$ cat config.mk
export PLATFORM = sky130hd
export DESIGN_NAME = note_input
export DESIGN_NICKNAME = d
export VERILOG_FILES = /design/src/rtl/note_input.sv
export SDC_FILE = /design/constraint.sdc
export NUM_CORES = 1
export LEC_CHECK = 0
export BUFFER_PORTS_ARGS = -buffer_cell sky130_fd_sc_hd__buf_2
export CORE_ASPECT_RATIO = 1.4
export CORE_MARGIN = 3
export CORE_UTILIZATION = 62
export DETAILED_ROUTE_END_ITERATION = 6
export MAX_ROUTING_LAYER = met4
export PLACE_DENSITY_LB_ADDON = 0.15
export SYNTH_ARGS = -nofsm -noshare
export SYNTH_HDL_FRONTEND = slang
export SYNTH_SLANG_ARGS = --single-unit
$ cat constraint.sdc
create_clock -name clk -period 3.5 [get_ports clk]
set_clock_uncertainty 0.1 [all_clocks]
set_input_delay 0.7 -clock clk [delete_from_list [all_inputs] [get_ports clk]]
set_output_delay 0.7 -clock clk [all_outputs]
set_load 0.05 [all_outputs]
$ cat src/rtl/note_input.sv
// Front-panel input controller: synchronises and debounces the push-buttons, auto-repeats the
// note buttons, and applies the resulting events to the registered note/octave/track state.
module note_input #(
    parameter int unsigned TICK_DIV         = 50000,
    parameter int unsigned DEBOUNCE_SAMPLES = 4,
    parameter int unsigned REPEAT_DELAY     = 500,
    parameter int unsigned REPEAT_RATE      = 100
) (
    input  logic       clk,
    input  logic       rst,
    input  logic       btn_note_up,
    input  logic       btn_note_dn,
    input  logic       btn_oct_up,
    input  logic       btn_oct_dn,
    input  logic       btn_acc,
    input  logic       btn_track,
    input  logic       btn_play,
    output logic [2:0] note,
    output logic [1:0] octave,
    output logic       accident,
    output logic       current_track,
    output logic [1:0] track_playing,
    output logic       changed
);

    localparam int unsigned NB   = 7;
    localparam int unsigned DS   = DEBOUNCE_SAMPLES;
    localparam int unsigned TW   = (TICK_DIV > 1) ? $clog2(TICK_DIV) : 1;
    localparam int unsigned RMAX = (REPEAT_DELAY > REPEAT_RATE) ? REPEAT_DELAY : REPEAT_RATE;
    localparam int unsigned CW   = $clog2(RMAX + 1);

    localparam logic [TW-1:0] TickLast  = TW'(TICK_DIV - 1);
    localparam logic [CW-1:0] DelayLast = CW'(REPEAT_DELAY);
    localparam logic [CW-1:0] RateLast  = CW'(REPEAT_RATE);

    // Button index order: 0 note_up, 1 note_dn, 2 oct_up, 3 oct_dn, 4 acc, 5 track, 6 play.
    typedef enum logic [1:0] {StIdle, StDelay, StRepeat} rpt_state_e;

    logic [NB-1:0]         btn_raw;
    logic [NB-1:0]         sync1_q, sync2_q;
    logic [TW-1:0]         tick_cnt_q, tick_cnt_d;
    logic                  tick;
    logic [NB-1:0][DS-1:0] hist_q, hist_d;
    logic [NB-1:0]         level_q, level_d;
    logic [NB-1:0]         press;
    rpt_state_e            rpt_state_q [2];
    rpt_state_e            rpt_state_d [2];
    logic [CW-1:0]         rpt_cnt_q [2];
    logic [CW-1:0]         rpt_cnt_d [2];
    logic [CW-1:0]         rpt_inc [2];
    logic [1:0]            step;
    logic [NB-1:0]         ev_q, ev_d;

    logic [2:0] note_q, note_d;
    logic [1:0] octave_q, octave_d;
    logic       accident_q, accident_d;
    logic       track_q, track_d;
    logic [1:0] playing_q, playing_d;
    logic       changed_q, changed_d;

    assign btn_raw = {btn_play, btn_track, btn_acc, btn_oct_dn, btn_oct_up,
                      btn_note_dn, btn_note_up};

    assign tick       = (tick_cnt_q == TickLast);
    assign tick_cnt_d = tick ? '0 : tick_cnt_q + 1'b1;

    always_comb begin
        hist_d  = hist_q;
        level_d = level_q;
        if (tick) begin
            for (int i = 0; i < NB; i++) begin
                hist_d[i] = (hist_q[i] << 1) | DS'(sync2_q[i]);
                if (hist_d[i] == {DS{sync2_q[i]}} && sync2_q[i] != level_q[i]) begin
                    level_d[i] = sync2_q[i];
                end
            end
        end
    end

    assign press = level_d & ~level_q;

    // Auto-repeat for the two note buttons; release is taken from the debounced level.
    always_comb begin
        step = '0;
        for (int i = 0; i < 2; i++) begin
            rpt_state_d[i] = rpt_state_q[i];
            rpt_cnt_d[i]   = rpt_cnt_q[i];
            rpt_inc[i]     = rpt_cnt_q[i] + 1'b1;
            case (rpt_state_q[i])
                StIdle: begin
                    if (press[i]) begin
                        step[i]        = 1'b1;
                        rpt_state_d[i] = StDelay;
                        rpt_cnt_d[i]   = '0;
                    end
                end
                StDelay: begin
                    if (!level_q[i]) begin
                        rpt_state_d[i] = StIdle;
                    end else if (tick) begin
                        if (rpt_inc[i] == DelayLast) begin
                            step[i]        = 1'b1;
                            rpt_state_d[i] = StRepeat;
                            rpt_cnt_d[i]   = '0;
                        end else begin
                            rpt_cnt_d[i] = rpt_inc[i];
                        end
                    end
                end
                StRepeat: begin
                    if (!level_q[i]) begin
                        rpt_state_d[i] = StIdle;
                    end else if (tick) begin
                        if (rpt_inc[i] == RateLast) begin
                            step[i]      = 1'b1;
                            rpt_cnt_d[i] = '0;
                        end else begin
                            rpt_cnt_d[i] = rpt_inc[i];
                        end
                    end
                end
                default: rpt_state_d[i] = StIdle;
            endcase
        end
    end

    assign ev_d = {press[NB-1:2], step};

    always_comb begin
        note_d     = note_q;
        octave_d   = octave_q;
        accident_d = accident_q;
        track_d    = track_q;
        playing_d  = playing_q;

        if (ev_q[4]) accident_d = ~accident_q;
        // A note change overrides an accidental toggle in the same cycle.
        if (ev_q[0] && !ev_q[1]) begin
            note_d     = (note_q == 3'd6) ? 3'd0 : note_q + 3'd1;
            accident_d = 1'b0;
        end else if (ev_q[1] && !ev_q[0]) begin
            note_d     = (note_q == 3'd0) ? 3'd6 : note_q - 3'd1;
            accident_d = 1'b0;
        end

        if (ev_q[2] && !ev_q[3] && octave_q != 2'd3) octave_d = octave_q + 2'd1;
        if (ev_q[3] && !ev_q[2] && octave_q != 2'd0) octave_d = octave_q - 2'd1;

        if (ev_q[6]) playing_d[track_q] = ~playing_q[track_q];
        if (ev_q[5]) track_d = ~track_q;

        changed_d = (note_d != note_q) || (octave_d != octave_q) ||
                    (accident_d != accident_q) || (track_d != track_q) ||
                    (playing_d != playing_q);
    end

    always_ff @(posedge clk) begin
        if (rst) begin
            sync1_q     <= '0;
            sync2_q     <= '0;
            tick_cnt_q  <= '0;
            hist_q      <= '0;
            level_q     <= '0;
            ev_q        <= '0;
            for (int i = 0; i < 2; i++) begin
                rpt_state_q[i] <= StIdle;
                rpt_cnt_q[i]   <= '0;
            end
            note_q      <= 3'd0;
            octave_q    <= 2'd1;
            accident_q  <= 1'b0;
            track_q     <= 1'b0;
            playing_q   <= 2'b00;
            changed_q   <= 1'b0;
        end else begin
            sync1_q     <= btn_raw;
            sync2_q     <= sync1_q;
            tick_cnt_q  <= tick_cnt_d;
            hist_q      <= hist_d;
            level_q     <= level_d;
            ev_q        <= ev_d;
            for (int i = 0; i < 2; i++) begin
                rpt_state_q[i] <= rpt_state_d[i];
                rpt_cnt_q[i]   <= rpt_cnt_d[i];
            end
            note_q      <= note_d;
            octave_q    <= octave_d;
            accident_q  <= accident_d;
            track_q     <= track_d;
            playing_q   <= playing_d;
            changed_q   <= changed_d;
        end
    end

    assign note          = note_q;
    assign octave        = octave_q;
    assign accident      = accident_q;
    assign current_track = track_q;
    assign track_playing = playing_q;
    assign changed       = changed_q;

endmodule

# After elaboration in Yosys (flattened, before gate mapping)
# Memory sizes are Yosys's and may differ from the RTL's.
# Cells that the tools add are included.
# word_totals
out_inout_bits,10
mem_bits_rw,22
input_bits,9
word_cells,177
mem_count,2
reg_bits,75
# memory_table
name,depth,word_bits,read_ports,rd_clocked_by_memory_dff,wr,line_no,source
rpt_cnt_q,2,9,2,0,2,48,logic [CW-1:0] rpt_cnt_q [2];
rpt_state_q,2,2,2,0,2,46,rpt_state_e rpt_state_q [2];
# classes
reduce_logical,27
n_mux,75
addsub,7
eq_ne,30
n_bitwise,16
magnitude_cmp,2
# op_table
op,n
9-bit two-way mux,16
9-bit case mux with 3 select lines,2
1-bit two-way mux,31
2-bit two-way mux,15
4-bit equality test,7
4-bit by 1-bit OR with 4-bit output,7
9-bit by 1-bit adder with 9-bit output (second input constant),2
9-bit by 7-bit equality test with 1-bit output (second input constant),2
9-bit equality test (second input constant),2
16-bit by 1-bit adder with 16-bit output (second input constant),1
16-bit equality test (second input constant),1
1-bit logical AND,14
3-bit two-way mux,4
2-bit case mux with 3 select lines,2
1-bit != test,9
7-bit AND,1
7-bit two-way mux,1
7-bit inverter,1
1-bit case mux with 3 select lines,2
2-bit by 1-bit equality test with 1-bit output (second input constant),2
2-bit equality test (second input constant),2
1-bit zero test,4
2-bit zero test,2
1-bit logical OR,4
17 further kinds,23

# Logic depth before layout (Yosys ltp)
# logic_depth
word_depth,10
depth_mapped,9
depth_no_buf,8

# Worst setup path after synthesis
# OpenSTA, ideal clock, no wires.
# synth_timing
path_type,reg-to-reg
startpoint,register tick_cnt_q[0]
endpoint,memory rpt_cnt_q[0][8] in the netlist's numbering
setup_ns,0.071
arrival_ns,2.343
slack_ns,0.986
required_time_ns,3.329
path_stages_with_launch,10
path_cell_list,dfxtp_1 -> ha_1 -> and3_1 -> buf_2 -> nand4_2 -> or4_4 -> and2_4 -> buf_6 -> or4_1 -> a21oi_1
# synth_lines
item,line_no,source
start: declaration,41,"logic [TW-1:0] tick_cnt_q, tick_cnt_d;"
start signal: assignment,178,tick_cnt_q <= tick_cnt_d;
end: declaration,48,

==> impl_results.md <==
* Antenna cells at 0
* Sequential Area at roughly 0.0019 mm²
* Launch point of the critical path: rpt_cnt_q[0][9]
* Drt drc at 0
* Mapped Area at ~0.0048 mm²
* Number of vias per cell at slightly below 6
* Vias at a little over 4k
* Hold buffers post-CTS at 0
* Final-report max-slew violation count at 0
* Post-synth EDFFs at 0
* Endpoints failing setup at 0
* Sequential fraction of the synthesis area at about 40%
* RD Place Congestion at just over 0.9
* Non-filler cells, final at 684
* Wire per inst at 14.14 µm
* FMAX at 346.8 MHz
* Initial drt markers at 254
* I/O pin count at 19
* Worst Tran Pin Value at 616.4 ps
* DP HPWL at slightly below 7 mm
* First-pass GRT wire length at 16.97 mm
* Max FO, Critical Path at 13
* Final worst setup slack at around 620 ps
* DRT antenna net count at 0
* DP Area at 0.004961 mm²
* Final Hold Vio Count at 0
* Post-Place Worst Slack at 624.4 ps
* Vias in the first global route at 3851
* Setup Fix Bufs, Post-CTS at 0
* CP arrival at 3010 ps
* Overflow after GRT at 0
* Post-route cell area at 0.005139 mm²
* Layout cells sized above 1 at a little under a tenth
* CTS clock-pin slew for the worst setup and hold paths at 90 ps
* Fillcell total at 641
* Hold Path Class: register to register
* Root Buffer: clkbuf_8
* Pwr Density at between 300 and 400 mW/mm²
* Die H at approximately 110 µm
* Period utilization at between 80% and 90%
* Full die area at just under 0.009 mm²
* CTS tree: built
* Core box area at approximately 0.0075 mm²
* Initial antenna violation count at 0
* Syn. warnings at 0
* Top FF cell, synth: dfxtp_1
* Gr usage total at between 20% and 30%
* Worst r2r src: rpt_cnt_q[0][9]
* Hold_sp: tick_cnt_q[0]
* Sink Count at between 90 and 100
* Initial core utilization at 64.66%
* Rows at 37
* Hold_ws at approximately 340 ps
* Outcome: complete, no violations
* Tot Pwr at roughly 1.8 mW
* TritonRoute pass-1 iters at 5
* I/O Buffers at 18
* Placed cells at between 600 and 700
* Die width at slightly above 80 µm
* Async S/R FF share, synth at 0%
* H-tree levels at 3
* Mean Syn Cell Area at around 8.3 µm²
* Total Routed Length at between 9 and 10 mm
* Syn Inst Count at between 500 and 600
* Critical path type: register to register
* Max-cap violations at 0
* Final #Nets at roughly 600
* Yosys cell types at 66
* Worst-Skew Late Latency at 370 ps
* Syn nets at approximately 610
* Leakage at roughly 1.9 nW
* Final Util at 68.52%
* Worst VDD drop at ~310 µV
* Crit path launch type: register
* Pin count of the biggest net entering global routing at 53
* RSZ-0062 raised after global routing: false
* Area taken by multi-input logic gates at approximately 0.0027 mm²
* WP data required at around 3600 ps
* Critical path endpoint category: register
* Flops & latches, synth at 97
* Worst rel slew slack at 58.59%
* Total negative slack at 0 ps
* Synthesis-to-finish area growth at 5.960%
* PostCTS Resize Cnt at 0
* CTS Buf Count at 9
* Max Buffers Root-to-Sink at 2
* Fin crit period at about 2900 ps
-- state kept, by name, indices dropped and copies added, names as in the netlist, 3 cells and up --
register,flops
sync1_q,7
tick_cnt_q,16
hist_q,21
rpt_state_q,4
rpt_cnt_q,18
level_q,7
ev_q,7
note,3
sync2_q,7
-- routing by layer --
metal | share of wire [%] | up-vias | GRT usage (%)
met2 | 49 | 61 | 39.44
li1 | - | 2096 | -
met3 | 3.1 | 12 | 3.997
met5 | 0 | - | -
met4 | 1.5 | 0 | 7.328
met1 | 46 | 1906 | 28.97
-- synth_stat cells, drive strengths merged, types with 2 or more instances --
library cell	count	area, µm²
dfxtp	97	1942
nand2	73	274.0
a21oi	48	240.2
nor2	48	180.2
clkbuf	28	105.1
nand3	23	115.1
ha	19	237.7
inv	19	71.32
nor2b	19	118.9
and3	18	112.6
o21ai	14	70.07
xnor2	14	122.6
nand4	13	87.58
nor4	12	75.07
xor2	10	87.58
or4	9	71.32
a211oi	8	60.06
buf	8	40.04
nor3	8	40.04
a31oi	7	43.79
and4	6	52.55
a41oi	5	43.79
mux2i	5	50.05
o22ai	5	31.28
or2	5	31.28
and2	4	27.53
nand3b	4	30.03
nand4b	4	35.03
o211ai	4	30.03
o311ai	4	35.04
a2111oi	3	26.28
a21o	3	22.52
o41ai	3	26.28
a221oi	2	17.52
a32o	2	20.02
and4b	2	20.02
and4bb	2	25.02
nor3b	2	15.01
nor4b	2	32.53
o21a	2	15.01
o31ai	2	15.01
-- layout make-up --
type	count	area share, %
clock buffers	9	2.411
clock inverters	7	1.047
multi-input cells	431	52.37
repair buffers	24	2.630
flip-flops and latches	97	37.79
inverters	19	1.388
well taps	97	2.362
-- layout by cell type, fill, tap and decap left out, types with 10 or more instances in the layout --
cell type  count
a21oi_1       48
and3_1        18
buf_2         18
dfxtp_1       97
ha_1          19
inv_1         19
nand2_1       73
nand3_1       23
nand4_1       12
nor2_1        48
nor2b_1       19
nor4_1        12
o21ai_0       14
xnor2_1       14
xor2_1        10
-- path summary, 6_finish.rpt --
| check | end | slack (ps) | cells past startpoint |
|---|---|---|---|
| worst max-delay path | rpt_cnt_q[0][11] | 620 | 7 |
| worst max register to register | rpt_cnt_q[0][11] | 620 | 7 |
| worst min-delay path | tick_cnt_q[0] | 340 | 1 |
| worst min register to register | tick_cnt_q[0] | 340 | 1 |
-- where the power goes --
part | internal (mW) | leakage, nW | total [mW] | switching (mW)
Sequential | 1.11 | 0.785 | 1.12 | 0.00502
Clock | 0.264 | 0.0875 | 0.666 | 0.402
Combinational | 0.0125 | 0.998 | 0.0362 | 0.0237
-- kinds of logic after synthesis --
kind of cell | share of synthesized area (%)
simple gates | 28.38
fa+ha+maj | 4.902
buf+inv | 4.463
xor+xnor | 4.334
compound gates | 16.62
mux | 1.264
flops | 40.04
-- worst max-delay path, stage by stage, from the launching register on --
cell	delay, ps
dfxtp_1	550
ha_1	460
a21boi_0	390
and4_1	270
o311a_1	200
o22ai_1	120
nor3_1	530
nor4_1	130
No activity file was read; power rests on OpenSTA's default activity.
